File: src/rtl/addend_packer_128_pkg.sv
// Shared definitions for the addend packer.
// Contents:
//   - default element width, vector dimension and lanes per beat
//   - derived beats-per-frame and beat counter width
//   - FILL/HOLD state encoding
//   - divisibility helper used by the top-level elaboration check
package addend_packer_128_pkg;

  localparam int unsigned ADDEND_WIDTH = 8;
  localparam int unsigned DIMENTION    = 128;
  localparam int unsigned LANES        = 16;
  localparam int unsigned BEATS        = DIMENTION / LANES;
  localparam int unsigned CNT_WIDTH    = (BEATS > 1) ? $clog2(BEATS) : 1;

  // StFill: accepting beats; StHold: a finished frame waits in the assembly buffer.
  typedef enum logic {
    StFill = 1'b0,
    StHold = 1'b1
  } state_e;

  function automatic bit lanes_divide(input int unsigned dim, input int unsigned lanes);
    return (lanes != 0) && ((dim % lanes) == 0);
  endfunction

endpackage

File: src/rtl/addend_packer_128_if.sv
// Stream-in / vector-out bus of the addend packer.
// Signals:
//   in_data        : LANES signed elements, lane j at [j*W +: W]
//   in_valid_n     : beat valid, active-low
//   in_last        : frame-end marker, qualified by in_valid_n == 0
//   in_ready       : beat accepted when in_valid_n == 0 && in_ready == 1
//   addend         : packed DIMENTION-element vector
//   addend_valid_n : vector valid, active-low
//   out_ready      : downstream accepts the vector
//   frame_err      : one-cycle framing-error pulse
// Modports: slave = packer side, master = stream source / vector sink side.
interface addend_packer_128_if
  import addend_packer_128_pkg::*;
#(
  parameter int unsigned ADDEND_WIDTH = addend_packer_128_pkg::ADDEND_WIDTH,
  parameter int unsigned DIMENTION    = addend_packer_128_pkg::DIMENTION,
  parameter int unsigned LANES        = addend_packer_128_pkg::LANES
) ();

  logic [ADDEND_WIDTH*LANES-1:0]     in_data;
  logic                              in_valid_n;
  logic                              in_last;
  logic                              in_ready;
  logic [ADDEND_WIDTH*DIMENTION-1:0] addend;
  logic                              addend_valid_n;
  logic                              out_ready;
  logic                              frame_err;

  modport slave (
    input  in_data,
    input  in_valid_n,
    input  in_last,
    output in_ready,
    output addend,
    output addend_valid_n,
    input  out_ready,
    output frame_err
  );

  modport master (
    output in_data,
    output in_valid_n,
    output in_last,
    input  in_ready,
    input  addend,
    input  addend_valid_n,
    output out_ready,
    input  frame_err
  );

endinterface

File: src/rtl/addend_packer_128_beat_deserializer.sv
// Lane-to-vector assembly buffer and beat counter.
// Ports:
//   clk_p, rst_p     : clock, synchronous active-high reset
//   i_beat_fire      : a beat is accepted this cycle
//   i_beat_restart   : accepted beat ends the frame early; next beat is beat 0
//   i_beat_data      : lanes of the accepted beat
//   o_beat_cnt       : index of the beat expected next
//   o_beat_final     : the next accepted beat completes a frame
//   o_asm_vec        : full assembly buffer (valid once a frame is parked in it)
//   o_frame_vec      : buffer with the incoming beat bypassed into the last slot
module addend_packer_128_beat_deserializer
  import addend_packer_128_pkg::*;
#(
  parameter int unsigned ADDEND_WIDTH = addend_packer_128_pkg::ADDEND_WIDTH,
  parameter int unsigned LANES        = addend_packer_128_pkg::LANES,
  parameter int unsigned BEATS        = addend_packer_128_pkg::BEATS,
  parameter int unsigned CNT_WIDTH    = addend_packer_128_pkg::CNT_WIDTH
) (
  input  logic                                  clk_p,
  input  logic                                  rst_p,
  input  logic                                  i_beat_fire,
  input  logic                                  i_beat_restart,
  input  logic [ADDEND_WIDTH*LANES-1:0]         i_beat_data,
  output logic [CNT_WIDTH-1:0]                  o_beat_cnt,
  output logic                                  o_beat_final,
  output logic [ADDEND_WIDTH*LANES*BEATS-1:0]   o_asm_vec,
  output logic [ADDEND_WIDTH*LANES*BEATS-1:0]   o_frame_vec
);

  localparam int unsigned BeatW = ADDEND_WIDTH * LANES;

  logic [CNT_WIDTH-1:0] r_beat_cnt;
  logic [BeatW-1:0]     r_asm [BEATS];
  logic                 w_beat_final;

  assign w_beat_final = (r_beat_cnt == CNT_WIDTH'(BEATS - 1));

  always_ff @(posedge clk_p) begin
    if (rst_p) begin
      r_beat_cnt <= '0;
    end else if (i_beat_fire) begin
      if (w_beat_final || i_beat_restart) begin
        r_beat_cnt <= '0;
      end else begin
        r_beat_cnt <= r_beat_cnt + 1'b1;
      end
    end
  end

  // Contents are don't-care after reset; only the beat counter needs clearing.
  always_ff @(posedge clk_p) begin
    if (i_beat_fire) begin
      r_asm[r_beat_cnt] <= i_beat_data;
    end
  end

  always_comb begin
    o_asm_vec = '0;
    for (int b = 0; b < BEATS; b++) begin
      o_asm_vec[b*BeatW +: BeatW] = r_asm[b];
    end
  end

  // The completing beat goes straight to the output slot without a buffer round trip.
  always_comb begin
    o_frame_vec = o_asm_vec;
    o_frame_vec[(BEATS-1)*BeatW +: BeatW] = i_beat_data;
  end

  assign o_beat_cnt   = r_beat_cnt;
  assign o_beat_final = w_beat_final;

endmodule

File: src/rtl/addend_packer_128.sv
// Transmit-side front end for the 128-input adder tree.
// Collects LANES-element beats into one DIMENTION-element vector and presents it with an
// active-low valid. Double-buffered: a finished frame may wait in the assembly buffer
// (HOLD) while the previous vector sits in the output slot.
// Ports:
//   clk_p : clock, rising edge
//   rst_p : synchronous reset, active-high
//   bus   : slave view of addend_packer_128_if (beat stream in, vector out, frame_err)
module addend_packer_128
  import addend_packer_128_pkg::*;
#(
  parameter int unsigned ADDEND_WIDTH = addend_packer_128_pkg::ADDEND_WIDTH,
  parameter int unsigned DIMENTION    = addend_packer_128_pkg::DIMENTION,
  parameter int unsigned LANES        = addend_packer_128_pkg::LANES
) (
  input  logic                clk_p,
  input  logic                rst_p,
  addend_packer_128_if.slave  bus
);

  localparam int unsigned BEATS     = DIMENTION / LANES;
  localparam int unsigned CNT_WIDTH = (BEATS > 1) ? $clog2(BEATS) : 1;
  localparam int unsigned VecW      = ADDEND_WIDTH * DIMENTION;

  if (!lanes_divide(DIMENTION, LANES)) begin : g_bad_lanes
    $error("DIMENTION must be an exact multiple of LANES");
  end

  state_e               r_state;
  state_e               w_state_d;
  logic [VecW-1:0]      r_addend;
  logic [VecW-1:0]      w_addend_d;
  logic                 r_addend_valid_n;
  logic                 w_addend_valid_n_d;
  logic                 r_frame_err;
  logic                 w_frame_err_d;

  logic                 w_in_ready;
  logic                 w_fire;
  logic                 w_complete;
  logic                 w_early_last;
  logic                 w_slot_free;
  logic [CNT_WIDTH-1:0] w_beat_cnt;
  logic                 w_beat_final;
  logic [VecW-1:0]      w_asm_vec;
  logic [VecW-1:0]      w_frame_vec;

  assign w_in_ready   = !rst_p && (r_state == StFill);
  assign w_fire       = !bus.in_valid_n && w_in_ready;
  assign w_complete   = w_fire && w_beat_final;
  assign w_early_last = w_fire && bus.in_last && !w_beat_final;
  // Slot is free if empty now or being drained at this edge.
  assign w_slot_free  = r_addend_valid_n || bus.out_ready;

  addend_packer_128_beat_deserializer #(
    .ADDEND_WIDTH (ADDEND_WIDTH),
    .LANES        (LANES),
    .BEATS        (BEATS),
    .CNT_WIDTH    (CNT_WIDTH)
  ) u_deser (
    .clk_p          (clk_p),
    .rst_p          (rst_p),
    .i_beat_fire    (w_fire),
    .i_beat_restart (w_early_last),
    .i_beat_data    (bus.in_data),
    .o_beat_cnt     (w_beat_cnt),
    .o_beat_final   (w_beat_final),
    .o_asm_vec      (w_asm_vec),
    .o_frame_vec    (w_frame_vec)
  );

  always_comb begin
    w_state_d          = r_state;
    w_addend_d         = r_addend;
    // A transfer empties the slot; a load below re-asserts valid in the same edge.
    w_addend_valid_n_d = r_addend_valid_n || bus.out_ready;
    w_frame_err_d      = 1'b0;
    unique case (r_state)
      StFill: begin
        if (w_complete) begin
          w_frame_err_d = !bus.in_last;
          if (w_slot_free) begin
            w_addend_d         = w_frame_vec;
            w_addend_valid_n_d = 1'b0;
          end else begin
            w_state_d = StHold;
          end
        end else if (w_early_last) begin
          w_frame_err_d = 1'b1;
        end
      end
      StHold: begin
        if (w_slot_free) begin
          w_addend_d         = w_asm_vec;
          w_addend_valid_n_d = 1'b0;
          w_state_d          = StFill;
        end
      end
      default: w_state_d = StFill;
    endcase
  end

  always_ff @(posedge clk_p) begin
    if (rst_p) begin
      r_state          <= StFill;
      r_addend         <= '0;
      r_addend_valid_n <= 1'b1;
      r_frame_err      <= 1'b0;
    end else begin
      r_state          <= w_state_d;
      r_addend         <= w_addend_d;
      r_addend_valid_n <= w_addend_valid_n_d;
      r_frame_err      <= w_frame_err_d;
    end
  end

  assign bus.in_ready       = w_in_ready;
  assign bus.addend         = r_addend;
  assign bus.addend_valid_n = r_addend_valid_n;
  assign bus.frame_err      = r_frame_err;

  logic w_unused;
  assign w_unused = ^w_beat_cnt;

endmodule

File: src/flat_wrapper.sv
// flat-port wrapper written by rule: the top's interface ports become plain ports
module addend_packer_128_flat import addend_packer_128_pkg::*;
#(
  parameter int unsigned ADDEND_WIDTH = addend_packer_128_pkg::ADDEND_WIDTH,
  parameter int unsigned DIMENTION    = addend_packer_128_pkg::DIMENTION,
  parameter int unsigned LANES        = addend_packer_128_pkg::LANES
)
  (clk_p, rst_p, bus_in_data, bus_in_valid_n, bus_in_last, bus_in_ready, bus_addend, bus_addend_valid_n, bus_out_ready, bus_frame_err);
  addend_packer_128_if #(.ADDEND_WIDTH(ADDEND_WIDTH), .DIMENTION(DIMENTION), .LANES(LANES)) bus_i ();
  input  logic clk_p;
  input  logic rst_p;
  input wire logic [$bits(bus_i.in_data)-1:0] bus_in_data;
  input wire logic [$bits(bus_i.in_valid_n)-1:0] bus_in_valid_n;
  input wire logic [$bits(bus_i.in_last)-1:0] bus_in_last;
  output wire logic [$bits(bus_i.in_ready)-1:0] bus_in_ready;
  output wire logic [$bits(bus_i.addend)-1:0] bus_addend;
  output wire logic [$bits(bus_i.addend_valid_n)-1:0] bus_addend_valid_n;
  input wire logic [$bits(bus_i.out_ready)-1:0] bus_out_ready;
  output wire logic [$bits(bus_i.frame_err)-1:0] bus_frame_err;
  assign bus_i.in_data = bus_in_data;
  assign bus_i.in_valid_n = bus_in_valid_n;
  assign bus_i.in_last = bus_in_last;
  assign bus_in_ready = bus_i.in_ready;
  assign bus_addend = bus_i.addend;
  assign bus_addend_valid_n = bus_i.addend_valid_n;
  assign bus_i.out_ready = bus_out_ready;
  assign bus_frame_err = bus_i.frame_err;
  addend_packer_128 #(.ADDEND_WIDTH(ADDEND_WIDTH), .DIMENTION(DIMENTION), .LANES(LANES)) u_core (.clk_p(clk_p), .rst_p(rst_p), .bus(bus_i));
endmodule
File: config.mk
export PLATFORM = sky130hd
export DESIGN_NAME = addend_packer_128_flat
export DESIGN_NICKNAME = d
export VERILOG_FILES = /design/src/rtl/addend_packer_128_pkg.sv /design/src/rtl/addend_packer_128_if.sv /design/src/rtl/addend_packer_128_beat_deserializer.sv /design/src/rtl/addend_packer_128.sv /design/src/flat_wrapper.sv
export SDC_FILE = /design/constraint.sdc
export NUM_CORES = 2
export LEC_CHECK = 0
export BUFFER_PORTS_ARGS = -buffer_cell sky130_fd_sc_hd__buf_2
export CORE_AREA = 2 2 453 455
export DETAILED_ROUTE_END_ITERATION = 8
export DIE_AREA = 0 0 455 457
export GPL_ROUTABILITY_DRIVEN = 0
export PLACE_DENSITY = 0.67
export SLEW_MARGIN = 10
export SYNTH_ARGS = -nofsm -noshare
export SYNTH_HDL_FRONTEND = slang
export SYNTH_HIERARCHICAL = 1
export SYNTH_SLANG_ARGS = --single-unit
File: constraint.sdc
create_clock -name clk_p -period 26.2 [get_ports clk_p]
set_clock_uncertainty 0.15 [all_clocks]
set_input_delay 2.62 -clock clk_p [delete_from_list [all_inputs] [get_ports clk_p]]
set_output_delay 2.62 -clock clk_p [all_outputs]
set_load 0.05 [all_outputs]
-- After elaboration in Yosys (flattened, before gate mapping)
Memory sizes are Yosys's and may differ from the RTL's.
Index checks and enable logic that the tools add are counted.
- bits in registers: 1030
- bits in latches: 0
- memory bits (writable): 1024
- bits in read-only memories: 0
- input port bits: 133
- output and inout bits: 1027
- memories: 1
- add/subtract/negate cells: 1
- multipliers: 0
- div/mod/pow operators: 0
- magnitude comparators: 0
- equality and inequality tests: 4
- shift operators: 0
- mux-type cells: 14
- bitwise logic cells: 1
- reductions and logical operators: 13
- memories (name ; depth ; width ; rd ports ; clocked after Yosys merged registers in ; wr ports ; RTL line ; RTL):
    u_core.u_deser.r_asm ; 8 ; 128 ; 8 ; 0 ; 1 ; addend_packer_128_beat_deserializer.sv:33 ; logic [BeatW-1:0] r_asm [BEATS];
- operators by type and width (operator ; count):
    two-way mux 1024 bit ; 3
    case mux 1024 bit (2 select lines) ; 1
    two-way mux 1 bit ; 7
    logical AND 1 bit ; 5
    logical NOT 1 bit ; 4
    != test 2 x 1 -> 1 bit (second input constant) ; 2
    case mux 1 bit (2 select lines) ; 2
    adder 3 x 1 -> 3 bit (second input constant) ; 1
    equality test 3 bit (second input constant) ; 1
    two-way mux 3 bit ; 1
    AND reduction 3 bit ; 1
    logical OR 1 bit ; 2
    != test 2 bit (second input constant) ; 1
    OR reduction 2 bit ; 1
    inverter 1 bit ; 1

-- Longest topological paths before layout
- depth after elaboration: 7
- depth in mapped cells: 9
- depth with buffers taken out: 6

-- Modules after synthesis
Netlist, hierarchy kept.
- modules (own cells, without submodules) (module ; times used ; cells an instance ; area each (um^2) ; seq. area each (um^2)):
    addend_packer_128 ; 1 ; 4923 ; 52846.9 ; 20559.7
    addend_packer_128_beat_deserializer ; 1 ; 2075 ; 38650.8 ; 30809.5

-- Worst setup path after synthesis
Ideal clock, no wire load.
- kind: input to register
- from: input port rst_p
- to: memory u_core/u_deser/r_asm[0][0] in the netlist's numbering, enable pin
- library setup time: 0.772 ns
- data arrival time: 12.385 ns
- path slack: 12.893 ns
- stages: 5
- path buffers: 2
- cells stage by stage: clkbuf_1 -> clkbuf_1 -> nor3_1 -> or2b_1 -> nor3_1
- cells in the longest elaborated chain, start to end: 5
- RTL lines (element ; RTL line ; RTL):
    start: declaration ; flat_wrapper.sv:11 ; input logic rst_p;
    logical NOT 1 bit ; addend_packer_128.sv:48 ; assign w_in_ready = !rst_p && (r_state == StFill);
    logical AND 1 bit ; addend_packer_128.sv:48 ;
    logical AND 1 bit ; addend_packer_128.sv:49 ; assign w_fire = !bus.in_valid_n && w_in_ready;
    via u_core.w_fire ; addend_packer_128.sv:39 ; logic w_fire;
    two-way mux 1 bit ; addend_packer_128_beat_deserializer.sv:52 ; if (i_beat_fire) begin
    two-way mux 1 bit (not written as such) ; addend_packer_128_beat_deserializer.sv:53 ; r_asm[r_beat_cnt] <= i_beat_data;
    end: declaration ; addend_packer_128_beat_deserializer.sv:33 ;
The timed path passes the listed nets, and every way through them passes these cells.

-- Worst setup path after layout
- from: register u_core.r_state
- to: register u_core.r_addend[952] (netlist: u_core/bus.addend[952])
- cells in the longest elaborated chain, start to end: 6
- RTL lines (element ; RTL line ; RTL):
    start: declaration ; addend_packer_128.sv:29 ; state_e r_state;
    start signal: assignment ; addend_packer_128.sv:105 ; r_state <= StFill;
    start signal: assignment ; addend_packer_128.sv:110 ; r_state <= w_state_d;
    inverter 1 bit ; addend_packer_128.sv:48, addend_packer_128.sv:78 ;
    logical AND 1 bit ; addend_packer_128.sv:48 ;
    logical AND 1 bit ; addend_packer_128.sv:49 ;
    logical AND 1 bit ; addend_packer_128.sv:50 ; assign w_complete = w_fire && w_beat_final;
    != test 2 x 1 -> 1 bit (no line) ; -- ;
    AND reduction 3 bit (no line) ; -- ;
    end signal: assignment ; addend_packer_128.sv:111 ; r_addend <= w_addend_d;
    end: declaration ; addend_packer_128.sv:31 ; logic [VecW-1:0] r_addend;
Several ways; a longest one is shown, not always the timed one.
A chain may end at the register's enable or synchronous reset.

==> metrics.csv <==
stage;metric;value;unit
critical_path;CP Capture Type;register;
floorplan;starting density of the core;45.0;%
critical_path;slowest cell on the critical path;buf_4;
route;WL/cell;27.7;um
place;DP HPWL;155000;um
critical_path;worst-path cell chain;buf_12 -> buf_4 -> buf_12 -> buf_12 -> buf_4 -> buf_4 -> mux2i_1 -> a2111oi_0 -> a31o_1;
floorplan;die width;455;um
pwr;Cell Pwr Density;66.7;nW/um^2
clock_network;cts hold-fix bufs;0;
sta;Setup-failing EPs final;0;
clock_network;CTS Buf Count;208;
critical_path;startpoint types;register;
sta;crit share post-route;27.8;%
sta;Worst Tran Pin Value;1.84;ns
floorplan;core area;203000;sq um
pwr;total power;6.46;mW
sta;Max Fclk;0.137;GHz
min_path;Hold WC Path Type;register to register;
global_route;wire length of the first global-routing pass;380000;um
route;Antenna Nets Post-Route;0;
logic_synthesis;Yosys cell types;34;
route;vias post-DR;59200;
sta;post-route worst setup slack;18.91;ns
critical_path;max incr delay on CP;0.96;ns
sta;max-slew violations;118;
critical_path;Crit Path Class;register to register;
global_route;antenna violations before repair;18;
logic_synthesis;Net Count, Synth;7133;
floorplan;row count;166;
route;1st-iter DRT viols;6618;
floorplan;I/O pins;1160;
clock_network;Max Root-Sink Buffers;3;
critical_path;WP data required;26.82;ns
pwr;peak supply drop;0.0586;mV
route;routed vias/inst;6.21;
route;Final Routed Wirelength;264000;um
layout;Finished Layout Cells;9529;
logic_synthesis;sequential area share after synthesis;56.1;%
logic_synthesis;FF+latch count, synth;2054;
critical_path;crit path max fanout;119;
clock_network;depth of the CTS H-tree;4;
critical_path;crit path DAT;7.91;ns
global_route;Congestion Overflow GR;0;
clock_network;Worst-path clk slew;0.06;ns
sta;unrepaired setup endpoints after global routing;no;
place;worst slack, placed;18.50;ns
clock_network;root buffer cell;clkbuf_16;
global_route;vias in the first global route;55000;
status;status;complete, but fails checks;
place;Placed Instances;9126;
clock_network;Post-CTS Setup Bufs;0;
sta;max_slew headroom;-22.7;%
route;drt pass-1 iters;5;
logic_synthesis;Mean Syn Cell Area;13.1;sq um
floorplan;DIE HEIGHT;457;um
logic_synthesis;Yosys Warn Count;6;
route;DR DRC count;0;
floorplan;die area;208000;sq um
sta;Fin. Hold Viols;0;
job;number of max-cap violations;0;
logic_synthesis;Mapped Cells;6998;
sta;Period minus WS final;7.29;ns
clock_network;CTS tree;yes;
pwr;Leak;32.8;nW
layout;Util after Layout;47.6;%
place;Port Buffers;1159;
global_route;All-Layer GR Usage;24.0;%
status;failing checks;max-slew violations;
logic_synthesis;Synth Cell Area;91500;sq um
clock_network;clk_lat worst skew;0.87;ns
layout;layout cells sized above 1;23.9;%
critical_path;Buf/Inv on CP;6;
layout;nets;6783;
global_route;pin count of the biggest net entering global routing;238;
layout;area delta synth->final;5.81;%
clock_network;post-CTS sizing;0;
clock_network;clk sinks;2054;
sta;setup tns final;0;ns
critical_path;cell family with most CP delay;buffers and inverters;
[cell usage after synthesis]
| cell type | n | area, sq um |
|---|---|---|
| a21oi_1 | 3 | 15.0 |
| inv_2 | 2 | 7.51 |
| a21boi_0 | 1 | 7.51 |
| or4b_1 | 1 | 10.0 |
| inv_1 | 17 | 63.8 |
| nor2_2 | 1 | 6.26 |
| edfxtp_1 | 1024 | 30700 |
| nor2b_1 | 1 | 6.26 |
| nor2_1 | 7 | 26.3 |
| o31ai_1 | 1 | 7.51 |
| o22ai_2 | 1 | 12.5 |
| mux2i_1 | 1007 | 10100 |
| buf_8 | 14 | 210 |
| a2111oi_0 | 1008 | 8830 |
| clkbuf_1 | 589 | 2210 |
| dfxtp_1 | 1030 | 20600 |
| nor3_1 | 3 | 15.0 |
| clkbuf_8 | 6 | 82.6 |
| a211oi_1 | 34 | 255 |
| buf_4 | 1038 | 7790 |
| nand2_1 | 2 | 7.51 |
| a31o_1 | 956 | 8370 |
| nor4_1 | 1 | 6.26 |
| nand4bb_1 | 2 | 22.5 |
| mux2_2 | 17 | 191 |
| or2b_1 | 3 | 22.5 |
| buf_12 | 5 | 100 |
| buf_1 | 31 | 116 |
| buf_6 | 75 | 845 |
| nand2b_1 | 6 | 37.5 |
| clkbuf_4 | 1 | 7.51 |
| ha_1 | 2 | 25.0 |
| a31o_2 | 51 | 447 |
| buf_2 | 58 | 290 |
[per-stage QoR]
step / hold slack, ns / instance area, sq um
floorplan: 0.322 / 91500
global placement: 0.295 / 90000
detailed placement: 0.296 / 90000
CTS: 0.307 / 96800
global route: 0.329 / 96800
finish: 0.305 / 96800
[registers in the layout, indices dropped and copies added, names as in the netlist]
register,cells
u_core/bus.addend,1024
u_core/u_deser/r_asm,1024
u_core/u_deser/o_beat_cnt,3
u_core/bus.addend_valid_n,1
u_core/bus.frame_err,1
u_core/r_state,1
[cells by family (layout without fill, tap and decap cells)]
family | count (synthesis) | after routing | synth area share, %
compound gates | 2055 | 2055 | 19.6
fa+ha+maj | 2 | 2 | 0.0273
buf+inv | 1836 | 1669 | 12.8
flops | 2054 | 2054 | 56.1
mux | 1024 | 1024 | 11.2
other cells | 0 | 10 | 0
simple gates | 27 | 27 | 0.175
[metal layers]
layer | vias to the layer above | routed length (um) | track usage, %
li1 | 26200 | - | -
met1 | 29700 | 111000 | 33.1
met2 | 2685 | 118000 | 35.8
met3 | 505 | 19800 | 4.53
met4 | 4 | 14700 | 12.7
met5 | - | 24 | 0
[cell type report]
cell class | count | area [sq um]
clock inverter | 81 | 848
sequential | 2054 | 51400
tap | 2688 | 3360
inverter | 19 | 86.3
antenna | 10 | 25.0
fill | 17700 | 107000
timing repair buffer | 1257 | 6680
clock buffer | 312 | 5950
multi-input combinational | 3108 | 28500
[cell usage in the layout (no fill, tap or decap), types with 2 or more instances in the layout]
master / n
nor3_2: 2
a21oi_1: 3
buf_4: 87
dfxtp_1: 1029
or2b_1: 3
clkinv_16: 9
nand2_1: 2
nand2b_1: 5
a2111oi_0: 1007
buf_2: 1158
inv_16: 4
nand4bb_1: 2
bufinv_16: 6
inv_1: 17
clkbuf_1: 71
nor2_4: 7
buf_12: 11
clkinv_2: 25
clkinv_1: 28
mux2i_1: 1007
ha_1: 2
clkinv_4: 3
diode_2: 10
inv_6: 3
a211oi_1: 34
a31o_2: 51
clkbuf_16: 210
a31o_1: 956
mux2_2: 17
clkbuf_8: 31
inv_8: 3
edfxtp_1: 1024
[where the power goes]
part / leakage, nW / switching (mW) / internal, mW
logic: 11.9 / 0.119 / 0.0201
registers: 17.5 / 0.00591 / 3.39
clock network: 3.30 / 1.28 / 1.64
[path summary, 6_finish.rpt]
| check | cells after the start | from | to | slack, ns |
|---|---|---|---|---|
| max | 9 | u_core/r_state$_SDFF_PP0_ | u_core/bus.addend[952]$_SDFFE_PP0P_ | 18.91 |
| min | 2 | u_core/bus.addend[995]$_SDFFE_PP0P_ | u_core/bus.addend[995]$_SDFFE_PP0P_ | 0.31 |
| max reg2reg | 9 | u_core/r_state$_SDFF_PP0_ | u_core/bus.addend[952]$_SDFFE_PP0P_ | 18.91 |
| min reg2reg | 2 | u_core/bus.addend[995]$_SDFFE_PP0P_ | u_core/bus.addend[995]$_SDFFE_PP0P_ | 0.31 |
[worst register-to-register path, delay by kind of cell (launching register included)]
family / cells / cell delay, ns
AOI/OAI and AO/OA: 2 / 0.67
buffers and inverters: 6 / 5.32
DFF: 1 / 0.84
muxes: 1 / 0.21
Note: power is estimated with default switching activity, not from simulation.
